`config.mk`:
```
export PLATFORM = sky130hd
export DESIGN_NAME = stopwatch_ctrl
export DESIGN_NICKNAME = d
export VERILOG_FILES = /design/src/rtl/stopwatch_defs.sv /design/src/rtl/btn_debounce.sv /design/src/rtl/stopwatch_ctrl.sv
export SDC_FILE = /design/constraint.sdc
export NUM_CORES = 1
export LEC_CHECK = 0
export BUFFER_PORTS_ARGS = -buffer_cell sky130_fd_sc_hd__clkbuf_2
export CORE_MARGIN = 2
export CORE_UTILIZATION = 30
export DETAILED_ROUTE_END_ITERATION = 6
export PLACE_DENSITY = 0.44
export SETUP_SLACK_MARGIN = 0.1
export SYNTH_ARGS = -nofsm -noshare
export SYNTH_HDL_FRONTEND = slang
export SYNTH_HIERARCHICAL = 1
export SYNTH_SLANG_ARGS = --single-unit
export TNS_END_PERCENT = 10
```
`constraint.sdc`:
```
create_clock -name clk -period 7.05 [get_ports clk]
set_input_delay 2.115 -clock clk [delete_from_list [all_inputs] [get_ports clk]]
set_output_delay 2.115 -clock clk [all_outputs]
set_load 0.02 [all_outputs]
```
`src/rtl/stopwatch_defs.sv`:
```
// Shared stopwatch definitions: FSM state encodings, BCD digit bundle and
// default debounce sizing, used by the control stage and the counter/driver.
package stopwatch_defs;

    typedef enum logic [1:0] {
        ST_IDLE    = 2'd0,
        ST_RUNNING = 2'd1,
        ST_LAP     = 2'd2,
        ST_STOPPED = 2'd3
    } state_t;

    // 10 ms at 100 MHz; DB_W must satisfy 2**DB_W > DEBOUNCE_CYCLES.
    localparam int DEBOUNCE_CYCLES_DEFAULT = 1000000;
    localparam int DB_W_DEFAULT            = 20;

    typedef struct packed {
        logic [3:0] d3;
        logic [3:0] d2;
        logic [3:0] d1;
        logic [3:0] d0;
    } bcd4_t;

    function automatic logic is_counting(input state_t st);
        return (st == ST_RUNNING) || (st == ST_LAP);
    endfunction

endpackage

```
`src/rtl/btn_debounce.sv`:
```
// One push-button front end: 2-FF synchroniser, hold-time debounce and a
// one-cycle press pulse on each accepted rising level.
module btn_debounce #(
    parameter int DEBOUNCE_CYCLES = 1000000,
    parameter int DB_W            = 20
) (
    input  logic clk,
    input  logic reset,
    input  logic btn_raw,
    output logic level,
    output logic press
);

    localparam logic [DB_W-1:0] LAST = DB_W'(DEBOUNCE_CYCLES - 1);

    logic            sync1;
    logic            sync2;
    logic [DB_W-1:0] cnt;

    // NOTE: sequential state uses non-blocking assignments so every register
    // samples the pre-edge values, keeping the synchroniser chain two stages.
    always_ff @(posedge clk or posedge reset) begin
        if (reset) begin
            sync1 <= 1'b0;
            sync2 <= 1'b0;
            level <= 1'b0;
            press <= 1'b0;
            cnt   <= '0;
        end else begin
            sync1 <= btn_raw;
            sync2 <= sync1;
            press <= 1'b0;
            if (sync2 == level) begin
                cnt <= '0;
            end else if (cnt == LAST) begin
                // Accept the new level; only the rising direction is an event.
                level <= sync2;
                press <= sync2;
                cnt   <= '0;
            end else begin
                cnt <= cnt + DB_W'(1);
            end
        end
    end

endmodule

```
`src/rtl/stopwatch_ctrl.sv`:
```
// Stopwatch control stage: debounces start/lap/clear, runs the
// IDLE/RUNNING/LAP/STOPPED machine and selects live or lap-frozen digits.
module stopwatch_ctrl
    import stopwatch_defs::*;
#(
    parameter int DEBOUNCE_CYCLES = DEBOUNCE_CYCLES_DEFAULT,
    parameter int DB_W            = DB_W_DEFAULT
) (
    input  logic       clk,
    input  logic       reset,
    input  logic       btn_start,
    input  logic       btn_lap,
    input  logic       btn_clear,
    input  logic [3:0] s0,
    input  logic [3:0] s1,
    input  logic [3:0] s2,
    input  logic [3:0] s3,
    output logic       run,
    output logic       clear,
    output logic       hold,
    output logic [3:0] d0,
    output logic [3:0] d1,
    output logic [3:0] d2,
    output logic [3:0] d3,
    output logic [1:0] state
);

    logic       start_ev;
    logic       lap_ev;
    logic       clear_ev;
    logic [2:0] unused_levels;

    btn_debounce #(.DEBOUNCE_CYCLES(DEBOUNCE_CYCLES), .DB_W(DB_W)) u_db_start (
        .clk(clk), .reset(reset), .btn_raw(btn_start),
        .level(unused_levels[0]), .press(start_ev)
    );

    btn_debounce #(.DEBOUNCE_CYCLES(DEBOUNCE_CYCLES), .DB_W(DB_W)) u_db_lap (
        .clk(clk), .reset(reset), .btn_raw(btn_lap),
        .level(unused_levels[1]), .press(lap_ev)
    );

    btn_debounce #(.DEBOUNCE_CYCLES(DEBOUNCE_CYCLES), .DB_W(DB_W)) u_db_clear (
        .clk(clk), .reset(reset), .btn_raw(btn_clear),
        .level(unused_levels[2]), .press(clear_ev)
    );

    state_t cur_state;
    state_t next_state;
    logic   clear_accept;
    bcd4_t  live;
    bcd4_t  lap_reg;
    bcd4_t  disp;

    assign live  = '{d3: s3, d2: s2, d1: s1, d0: s0};
    assign state = cur_state;
    assign {d3, d2, d1, d0} = disp;

    // Events are checked in clear > start > lap order within each state, so
    // only the highest-priority event that is legal here is acted on.
    // NOTE: both outputs get defaults before the case so no path leaves them
    // unassigned, which would otherwise infer latches.
    always_comb begin
        next_state   = cur_state;
        clear_accept = 1'b0;
        case (cur_state)
            ST_IDLE: begin
                if (clear_ev)      clear_accept = 1'b1;
                else if (start_ev) next_state   = ST_RUNNING;
            end
            ST_RUNNING: begin
                if (start_ev)      next_state = ST_STOPPED;
                else if (lap_ev)   next_state = ST_LAP;
            end
            ST_LAP: begin
                if (start_ev)      next_state = ST_STOPPED;
                else if (lap_ev)   next_state = ST_RUNNING;
            end
            ST_STOPPED: begin
                if (clear_ev) begin
                    next_state   = ST_IDLE;
                    clear_accept = 1'b1;
                end else if (start_ev) begin
                    next_state = ST_RUNNING;
                end
            end
            default: next_state = ST_IDLE;
        endcase
    end

    // NOTE: the lap register is a handful of flops, not a RAM, so it is reset
    // with everything else and never shows stale digits after reset.
    always_ff @(posedge clk or posedge reset) begin
        if (reset) begin
            cur_state <= ST_IDLE;
            run       <= 1'b0;
            clear     <= 1'b0;
            hold      <= 1'b0;
            lap_reg   <= '0;
            disp      <= '0;
        end else begin
            cur_state <= next_state;
            run       <= is_counting(next_state);
            hold      <= (next_state == ST_LAP);
            clear     <= clear_accept;
            if (next_state == ST_LAP && cur_state != ST_LAP) begin
                lap_reg <= live;
            end
            // On LAP entry the captured value is the live value this edge.
            if (next_state == ST_LAP && cur_state == ST_LAP) begin
                disp <= lap_reg;
            end else begin
                disp <= live;
            end
        end
    end

endmodule

```
==> flow_summary.toml, run 1 <==
[die]
die_y_um = 135
core-area_um2 = 16600
fp.dieArea_um2 = 18100
die_w_um = 135
rows = 47
design.portCount = 42
initial_utilization = 0.307

[place]
io_buffer_count = 41
place.detailed.hpwl_um = 6490
place.gp.congestion = 0.730

[worst_setup_path]
timing.critical_path.from_type = "flop"
cpPeakStageDelay_ns = 0.46
critPathMaxFanout = 7
endpoint_kind = "primary output"
highest_delay_cell_along_the_critical_path = "sky130_fd_sc_hd__dfrtp_1"
worst-endpoint-required_ns = 4.93
cpLargestDelayFamily = "flip-flops"
cp.depth = 1
critPathArrivalTime_ns = 1.04
cp_cell_sequence = "clkbuf_2"
crit_type = "flop to primary output"
cp.buffers_inverters = 1
worst_r2r_path_depth = 8

[timing]
finalSetupViolations = 0
maxSlewHeadroom = 0.300
post_route_skew_ns = 0.0120
rsz0062_at_grt = "no"
period_needed_ns = 3.15
hold_violations = 0
final-max-slew-violation-count = 0
max_slew.worst_pin.slew_ns = 1.05
final.setup.tns_ns = 0
min_period_over_period = 0.447
max_freq_mhz = 317

[route]
dr_total_vias = 3293
drc_violation_total_after_the_first_tritonroute_iteration = 136
drcViolationCount = 0
drt_first_pass_iters = 4
vias_per_cell = 4.75
final_antenna_net_count = 0
detail_route.wl_per_cell_um = 13.8
routed_wl_um = 9600

[grt]
maximum_number_of_pins_on_one_net_before_global_route_repair = 38
first_global_vias = 3441
globalRouteTotalUtil = 0.117
overflow = 0
global_route_wire_length_before_repair_um = 17100
initial_antenna_violation_count = 0

[final_layout]
syn_to_final_growth_pct = 14.0
layout.core_utilization = 0.350
reg_top3 = "u_db_clear/cnt x20, u_db_lap/cnt x20, u_db_start/cnt x20"
antenna_cells_inserted = 0
drive_above_1_share = 0.256
final_net_count = 498

[run_status]
outcome = "finished clean"

[yosys]
number_of_nets_produced_by_synthesis = 451
ys_seq_area_frac = 0.534
avgSynthCellArea_um2 = 12.1
syn-instance-count = 422
post-synth-top-area-cell = "sky130_fd_sc_hd__dfrtp_1"
async_flop_share = 1.00
synth.lib_cells_used.distinct = 41
synth_area_leaders = "sky130_fd_sc_hd__dfrtp_1 (53%), sky130_fd_sc_hd__mux2_2 (4.8%), sky130_fd_sc_hd__mux2_4 (3.8%)"
synthDominantCellAreaShare = 0.534
syn-cell-area_um2 = 5110
yosysWarnings = 6
synth_enable_flop_cells = 0
postSynth.topFlopCell = "sky130_fd_sc_hd__dfrtp_1"
number_of_synthesized_register_bits = 109

[clock_tree]
root_buffer = "sky130_fd_sc_hd__clkbuf_16"
numClockSinks = 109
insertion_delay_ns = 0.36
tritoncts = "done"
cts_buf_count = 9
clock_tree.buffer_depth = 2
cts_repair_resize_count = 0
cts_hold_repair.buffers = 0
clock_pin_slew_on_the_worst_setup_and_hold_paths_ns = 0.08
post-cts-setup-buffers = 0
ctsHtreeMaxLevel = 3

[hold_path]
hold_crit_depth = 0
min_delay_path_class = "flop to flop"

[job]
drv_cap = 0

[power]
leakage_uw = 0.00254
total_power_density_per_cell_area_nw_per_um2 = 202
vdd.ir_drop.worst_v = 0.000140
routing by layer:
metal,track usage,part of all wire
met1,0.157,0.49
met2,0.184,0.46
met3,0.0364,0.036
met4,0.0363,0.014
met5,0,0
logic make-up after synthesis:
family	synth area share
AND/OR/NAND/NOR	0.203
flip-flops	0.534
XOR/XNOR	0.0720
AO/OA/AOI/OAI	0.0590
multiplexers	0.0925
buffers and inverters	0.0206
adder cells (fa/ha/maj)	0.0196
worst paths after layout:
check,startpoint,endpoint,slack [ns]
setup / recovery,state[1]$_DFF_PP0_,state[1],3.90
max in group asynchronous,reset,u_db_start/cnt[1]$_DFF_PP0_,4.45
hold reg to reg,u_db_start/sync1$_DFF_PP0_,u_db_start/sync2$_DFF_PP0_,0.35
setup reg to reg,state[0]$_DFF_PP0_,lap_reg[14]$_DFFE_PP0P_,4.11
min in group asynchronous,reset,state[1]$_DFF_PP0_,1.91
hold / removal,u_db_start/sync1$_DFF_PP0_,u_db_start/sync2$_DFF_PP0_,0.35
through the flow:
stage | hold WS (ns) | std cells | total power, µW | cell area [µm²] | setup slack (ns)
final | 0.349 | 693 | 1180 | 5830 | 3.90
after global routing | 0.372 | 693 | 1240 | 5830 | 3.84
after CTS | 0.350 | 693 | 1210 | 5830 | 3.88
after detailed placement | 0.335 | 678 | 707 | 5550 | 3.98
after global placement | 0.334 | 678 | 707 | 5550 | 4.00
after floorplan | 0.331 | 422 | 686 | 5110 | 4.10
cell usage in the layout, fill, tap and decap left out, types with 13 or more instances in the layout:
cell	count
sky130_fd_sc_hd__mux2_4	13
sky130_fd_sc_hd__nor2_1	48
sky130_fd_sc_hd__clkbuf_2	41
sky130_fd_sc_hd__xor2_1	21
sky130_fd_sc_hd__nand2_1	19
sky130_fd_sc_hd__inv_1	13
sky130_fd_sc_hd__nand3_1	15
sky130_fd_sc_hd__dfrtp_1	109
sky130_fd_sc_hd__mux2_2	22
sky130_fd_sc_hd__xnor2_1	21
sky130_fd_sc_hd__a21oi_1	18
layout make-up:
class	count	area (µm²)
fill	1653	10800
inverter	13	48.8
tap	220	275
clock inverter	5	42.5
multi-input combinational	294	2280
sequential	109	2730
clock buffer	10	239
timing repair buffer	42	213
cell usage after synthesis, types with 5 or more instances:
cell type                   n
sky130_fd_sc_hd__a21oi_1   18
sky130_fd_sc_hd__nor2_1    48
sky130_fd_sc_hd__nor3_1     6
sky130_fd_sc_hd__ha_1       8
sky130_fd_sc_hd__inv_1     13
sky130_fd_sc_hd__or4_1      9
sky130_fd_sc_hd__nand3_1   15
sky130_fd_sc_hd__mux2_4    13
sky130_fd_sc_hd__and3_1     9
sky130_fd_sc_hd__xnor2_1   21
sky130_fd_sc_hd__o31ai_1    9
sky130_fd_sc_hd__nor4_2     6
sky130_fd_sc_hd__nand2_1   19
sky130_fd_sc_hd__nand4_1    6
sky130_fd_sc_hd__nand4_2    6
sky130_fd_sc_hd__mux2_2    22
sky130_fd_sc_hd__o21ai_0    5
sky130_fd_sc_hd__and4_1     6
sky130_fd_sc_hd__xor2_1    21
sky130_fd_sc_hd__dfrtp_1  109
sky130_fd_sc_hd__nand3_2    6
report_power, final:
group	leakage [µW]	switching (µW)	internal, µW
combinational	0.000937	33.3	17.3
sequential	0.00146	6.60	635
clock	0.000141	235	253
total	0.00254	275	905
Note: power is estimated with default switching activity, not from simulation.
==> run 2, diff against run 1 <==
PLACE_DENSITY = 0.45   (was 0.44)
clock period = 2.6 ns   (was 7.05 ns; I/O delays follow)
==> flow_summary.toml, run 2 (synthesis gave the netlist of run 1 again) <==
[grt]
global_route_wire_length_before_repair_um = 16700
first_global_vias = 3393
overflow = 0
initial_antenna_violation_count = 0
globalRouteTotalUtil = 0.115
maximum_number_of_pins_on_one_net_before_global_route_repair = 38

[route]
vias_per_cell = 4.76
dr_total_vias = 3348
detail_route.wl_per_cell_um = 13.9
routed_wl_um = 9800
drcViolationCount = 0
drt_first_pass_iters = 4
final_antenna_net_count = 0
drc_violation_total_after_the_first_tritonroute_iteration = 168

[die]
initial_utilization = 0.307
rows = 47
die_w_um = 135
core-area_um2 = 16600
design.portCount = 42
die_y_um = 135
fp.dieArea_um2 = 18100

[worst_setup_path]
crit_type = "flop to flop"
critPathMaxFanout = 10
critPathArrivalTime_ns = 2.57
endpoint_kind = "flop"
worst-endpoint-required_ns = 2.85
reg2reg_slack_ns = 0.28
timing.critical_path.from_type = "flop"

[clock_tree]
clock_tree.buffer_depth = 2
clock_pin_slew_on_the_worst_setup_and_hold_paths_ns = 0.08
ctsHtreeMaxLevel = 3
numClockSinks = 109
tritoncts = "done"
cts_buf_count = 9
post-cts-setup-buffers = 0
root_buffer = "sky130_fd_sc_hd__clkbuf_16"
insertion_delay_ns = 0.36

[timing]
maxSlewHeadroom = 0.660
max_slew.worst_pin.slew_ns = 0.509
rsz0062_at_grt = "no"
finalSetupViolations = 0
period_needed_ns = 2.32
max_freq_mhz = 431
final.setup.tns_ns = 0
hold_violations = 0
final-max-slew-violation-count = 0
post_route_skew_ns = 0.00717
min_period_over_period = 0.893

[final_layout]
layout.cells.most_common = "sky130_fd_sc_hd__dfrtp_1"
stdcell_count = 703
commonest_non_fill_non_tap_cells_in_the_layout = "sky130_fd_sc_hd__dfrtp_1 (107), sky130_fd_sc_hd__nor2_1 (48), sky130_fd_sc_hd__clkbuf_2 (41), sky130_fd_sc_hd__mux2_2 (22)"
reg_top3 = "u_db_clear/cnt x20, u_db_lap/cnt x20, u_db_start/cnt x20"
syn_to_final_growth_pct = 15.9
drive_above_1_share = 0.277
final.fill_count = 1648
final_net_count = 507
antenna_cells_inserted = 0

[place]
place.detailed.instances = 687
io_buffer_count = 41
place.detailed.hpwl_um = 6740
place.gp.congestion = 0.742

[power]
vdd.ir_drop.worst_v = 0.000301
p_comb_frac = 0.044
leakage_uw = 0.00259
total_power_density_per_cell_area_nw_per_um2 = 552
net_switching_component_of_the_power_uw = 812
clock_share_of_power = 0.424
seq_power_share = 0.532
p_int_uw = 2460
switching_share = 0.248

[job]
drv_cap = 0

[hold_path]
min_delay_path_class = "flop to flop"

[run_status]
outcome = "finished clean"
## run 2: changes by cell type in the layout (fill, tap and decap cells not counted)
| cell | before | now |
|---|---|---|
| sky130_fd_sc_hd__dfrtp_2 | 0 | 2 |
| sky130_fd_sc_hd__ha_1 | 8 | 7 |
| sky130_fd_sc_hd__buf_6 | 0 | 1 |
| sky130_fd_sc_hd__clkinv_8 | 0 | 2 |
| sky130_fd_sc_hd__dfrtp_1 | 109 | 107 |
| sky130_fd_sc_hd__clkinv_2 | 1 | 0 |
| sky130_fd_sc_hd__clkbuf_8 | 1 | 0 |
| sky130_fd_sc_hd__buf_4 | 1 | 9 |
| sky130_fd_sc_hd__clkinvlp_4 | 0 | 1 |
| sky130_fd_sc_hd__ha_2 | 0 | 1 |
## run 2: timing repair
item | CTS | global route
resized for setup | 0 | 4
endpoints found under the setup margin | 0 | 11
hold buffers | 0 | 0
## run 2: power by group through the flow
stage          Sequential (µW)  Combinational, µW  Clock, µW
6_report                  1740                145       1390
5_1_grt                   1740                165       1530
4_1_cts                   1740                152       1460
3_5_place_dp              1770                151          0
3_3_place_gp              1770                151          0
2_1_floorplan             1790               73.4          0
## run 2: area by class of cell
type / instances / area [µm²] / area share
repair buffers: 51 / 284 / 0.0479
flip-flops and latches: 109 / 2730 / 0.461
clock inverters: 7 / 77.6 / 0.0131
clock buffers: 9 / 225 / 0.0380
inverters: 13 / 48.8 / 0.00824
well taps: 220 / 275 / 0.0465
multi-input cells: 294 / 2280 / 0.385
## run 2: worst max-delay path, cell delays in order, from the launching register on
cell and delay (ns):
sky130_fd_sc_hd__dfrtp_2 0.44, sky130_fd_sc_hd__inv_1 0.08, sky130_fd_sc_hd__ha_1 0.23, sky130_fd_sc_hd__a2111o_1 0.41, sky130_fd_sc_hd__o21ai_0 0.10, sky130_fd_sc_hd__ha_1 0.22, sky130_fd_sc_hd__nor2b_2 0.19, sky130_fd_sc_hd__buf_6 0.20
sky130_fd_sc_hd__mux2_2 0.34
## run 2: final timing paths
check | from | endpoint | depth (start not counted)
worst max-delay path | state[1]$_DFF_PP0_ | lap_reg[3]$_DFFE_PP0P_ | 8
worst min-delay path | u_db_start/sync1$_DFF_PP0_ | u_db_start/sync2$_DFF_PP0_ | 0
worst max register to register | state[1]$_DFF_PP0_ | lap_reg[3]$_DFFE_PP0P_ | 8
worst min register to register | u_db_start/sync1$_DFF_PP0_ | u_db_start/sync2$_DFF_PP0_ | 0
max in group asynchronous | reset | state[0]$_DFF_PP0_ | 3
min in group asynchronous | reset | u_db_lap/press$_DFF_PP0_ | 3
## run 2: per-stage QoR
step                       util  setup WS (ns)  total power (µW)  instance area, µm²  hold slack (ns)
after floorplan               -          0.219              1860                5110            0.331
after global placement    0.337          0.289              1920                5610            0.332
after detailed placement  0.337          0.170              1920                5610            0.335
after CTS                 0.355          0.160              3350                5920            0.353
after global routing      0.356          0.137              3440                5920            0.364
final                     0.356          0.278              3270                5920            0.350
## run 2: metal layers
metal	GRT usage	share of wire	up-vias	routed length [µm]
li1	-	-	1622	-
met1	0.155	0.50	1660	4860
met2	0.181	0.46	53	4480
met3	0.0218	0.028	13	279
met4	0.0515	0.019	0	187
met5	0	0	-	0
==> run 3, diff against run 2 <==
PLACE_DENSITY = 0.55   (was 0.45)
REMOVE_ABC_BUFFERS = 1   (was unset)
clock period = 2.1 ns   (was 2.6 ns; I/O delays follow)
==> flow_summary.toml, run 3 (synthesis gave the netlist of run 1 again) <==
[run_status]
outcome = "finished with violations"
failing_checks = "negative setup slack"

[route]
drcViolationCount = 0
dr_total_vias = 3464
vias_per_cell = 4.79
detail_route.wl_per_cell_um = 13.7
final_antenna_net_count = 0
drt_first_pass_iters = 4
drc_violation_total_after_the_first_tritonroute_iteration = 173
routed_wl_um = 9930

[worst_setup_path]
cp_cell_sequence = "ha_2 > nor2b_1 > a2111o_1 > o21ai_2 > ha_2 > nor2b_4 > buf_6 > buf_12 > mux2_2"
cp.buffers_inverters = 2
r2r-start = "state[1]$_DFF_PP0_"
critical_path.startpoint = "state[1]$_DFF_PP0_"
critical_path.endpoint = "lap_reg[14]$_DFFE_PP0P_"
worst_r2r_path_depth = 9
cpPeakStageDelay_ns = 0.46
reg2reg_slack_ns = -0.16
timing.critical_path.from_type = "flop"
endpoint_kind = "flop"
critPathMostFrequentCell = "sky130_fd_sc_hd__ha_2"
critPathMaxFanout = 8
critPathArrivalTime_ns = 2.50
cp.depth = 9
highest_delay_cell_along_the_critical_path = "sky130_fd_sc_hd__dfrtp_2"
r2r-end = "lap_reg[14]$_DFFE_PP0P_"
worst-endpoint-required_ns = 2.34
cpLargestDelayFamily = "flip-flops"
crit_type = "flop to flop"

[clock_tree]
clock_pin_slew_on_the_worst_setup_and_hold_paths_ns = 0.08
ctsHtreeMaxLevel = 3
insertion_delay_ns = 0.36
root_buffer = "sky130_fd_sc_hd__clkbuf_16"
tritoncts = "done"
cts_hold_repair.buffers = 0
cts_buf_count = 9
numClockSinks = 109
clock_tree.buffer_depth = 2

[timing]
min_period_over_period = 1.08
finalSetupViolations = 32
maxSlewHeadroom = 0.687
rsz0062_at_grt = "yes"
post_route_skew_ns = 0.0126
period_needed_ns = 2.26
final-max-slew-violation-count = 0
setup_slack_ns = -0.161
hold_violations = 0
max_freq_mhz = 442
max_slew.worst_pin.slew_ns = 0.469

[final_layout]
commonest_non_fill_non_tap_cells_in_the_layout = "sky130_fd_sc_hd__dfrtp_1 (107), sky130_fd_sc_hd__nor2_1 (48), sky130_fd_sc_hd__clkbuf_2 (41), sky130_fd_sc_hd__buf_4 (25), sky130_fd_sc_hd__mux2_2 (22)"
reg_top3 = "u_db_clear/cnt x20, u_db_lap/cnt x20, u_db_start/cnt x20"
antenna_cells_inserted = 0
stdcell_count = 723
final_net_count = 527
multiInputGateArea_um2 = 2370
final.fill_count = 1617
layout.cells.most_common = "sky130_fd_sc_hd__dfrtp_1"
layout.core_utilization = 0.372
drive_above_1_share = 0.330
sequential_cell_area_in_the_final_layout_um2 = 2730
syn_to_final_growth_pct = 21.1
fin_area_um2 = 6190

[die]
design.portCount = 42
fp.dieArea_um2 = 18100
rows = 47
die_y_um = 135
core-area_um2 = 16600
initial_utilization = 0.307
die_w_um = 135

[hold_path]
hold_crit_depth = 0
min_delay_path_class = "flop to flop"

[power]
vdd.ir_drop.worst_v = 0.000417
net_switching_component_of_the_power_uw = 965
p_int_uw = 3020
p_comb_frac = 0.046
switching_share = 0.242
seq_power_share = 0.540
clock_share_of_power = 0.414
leakage_uw = 0.00272
total_power_density_per_cell_area_nw_per_um2 = 645

[place]
place.gp.congestion = 0.758
place.detailed.hpwl_um = 6930
place.detailed.instances = 699
place_area_um2 = 5730
io_buffer_count = 41
place_worst_setup_slack_ns = -0.193

[grt]
maximum_number_of_pins_on_one_net_before_global_route_repair = 38
overflow = 0
globalRouteTotalUtil = 0.118
global_route_wire_length_before_repair_um = 17300
initial_antenna_violation_count = 0
first_global_vias = 3586

[job]
drv_cap = 0
run 3: changes by cell type in the layout (fill, tap and decap cells not counted), sizes merged:
| cell | delta |
|---|---|
| buf | +20 |
| inv | -1 |
| clkinv | +1 |
run 3: stage by stage:
step                hold WS [ns]  power, µW  TNS, ns
CTS                        0.354       4050    -1.60
floorplan                  0.331       2300   -15.76
finish                     0.352       3990    -2.83
detailed placement         0.337       2380    -4.71
global route               0.356       4170    -4.68
global placement           0.339       2380   -0.594
run 3: repair_timing:
action                                  in CTS  in global routing
gates cloned                                 1                  0
endpoints found under the setup margin      32                 34
gates resized for setup                     20                  6
buffers inserted                             6                  1
pin swaps                                    4                  0
run 3: final cells by class:
type,count,share of cell area
flip-flops and latches,109,0.441
multi-input cells,294,0.383
repair buffers,71,0.0781
inverters,13,0.00789
well taps,220,0.0445
clock buffers,9,0.0364
clock inverters,7,0.00930
run 3: how the worst min path moves through the flow:
stage,start,slack (ns),to
2_1_floorplan,u_db_clear/sync1$_DFF_PP0_,0.33,u_db_clear/sync2$_DFF_PP0_
3_3_place_gp,u_db_start/sync1$_DFF_PP0_,0.34,u_db_start/sync2$_DFF_PP0_
3_5_place_dp,u_db_clear/sync1$_DFF_PP0_,0.34,u_db_clear/sync2$_DFF_PP0_
4_1_cts,u_db_clear/sync1$_DFF_PP0_,0.35,u_db_clear/sync2$_DFF_PP0_
5_1_grt,btn_lap,0.36,u_db_lap/sync1$_DFF_PP0_
6_report,u_db_clear/sync1$_DFF_PP0_,0.35,u_db_clear/sync2$_DFF_PP0_
run 3: power groups by stage:
stage                     Combinational [µW]  Sequential (µW)  Clock, µW
after floorplan                         86.8             2210          0
after global placement                   185             2200          0
after detailed placement                 188             2200          0
after CTS                                190             2150       1700
after global routing                     207             2160       1810
final                                    182             2150       1650
run 3: routing by layer:
| metal | share of wire | track usage | vias up |
|---|---|---|---|
| met4 | 0.012 | 0.0357 | 0 |
| met1 | 0.47 | 0.149 | 1745 |
| met5 | 0 | 0 | - |
| li1 | - | - | 1659 |
| met2 | 0.49 | 0.193 | 48 |
| met3 | 0.037 | 0.0390 | 12 |
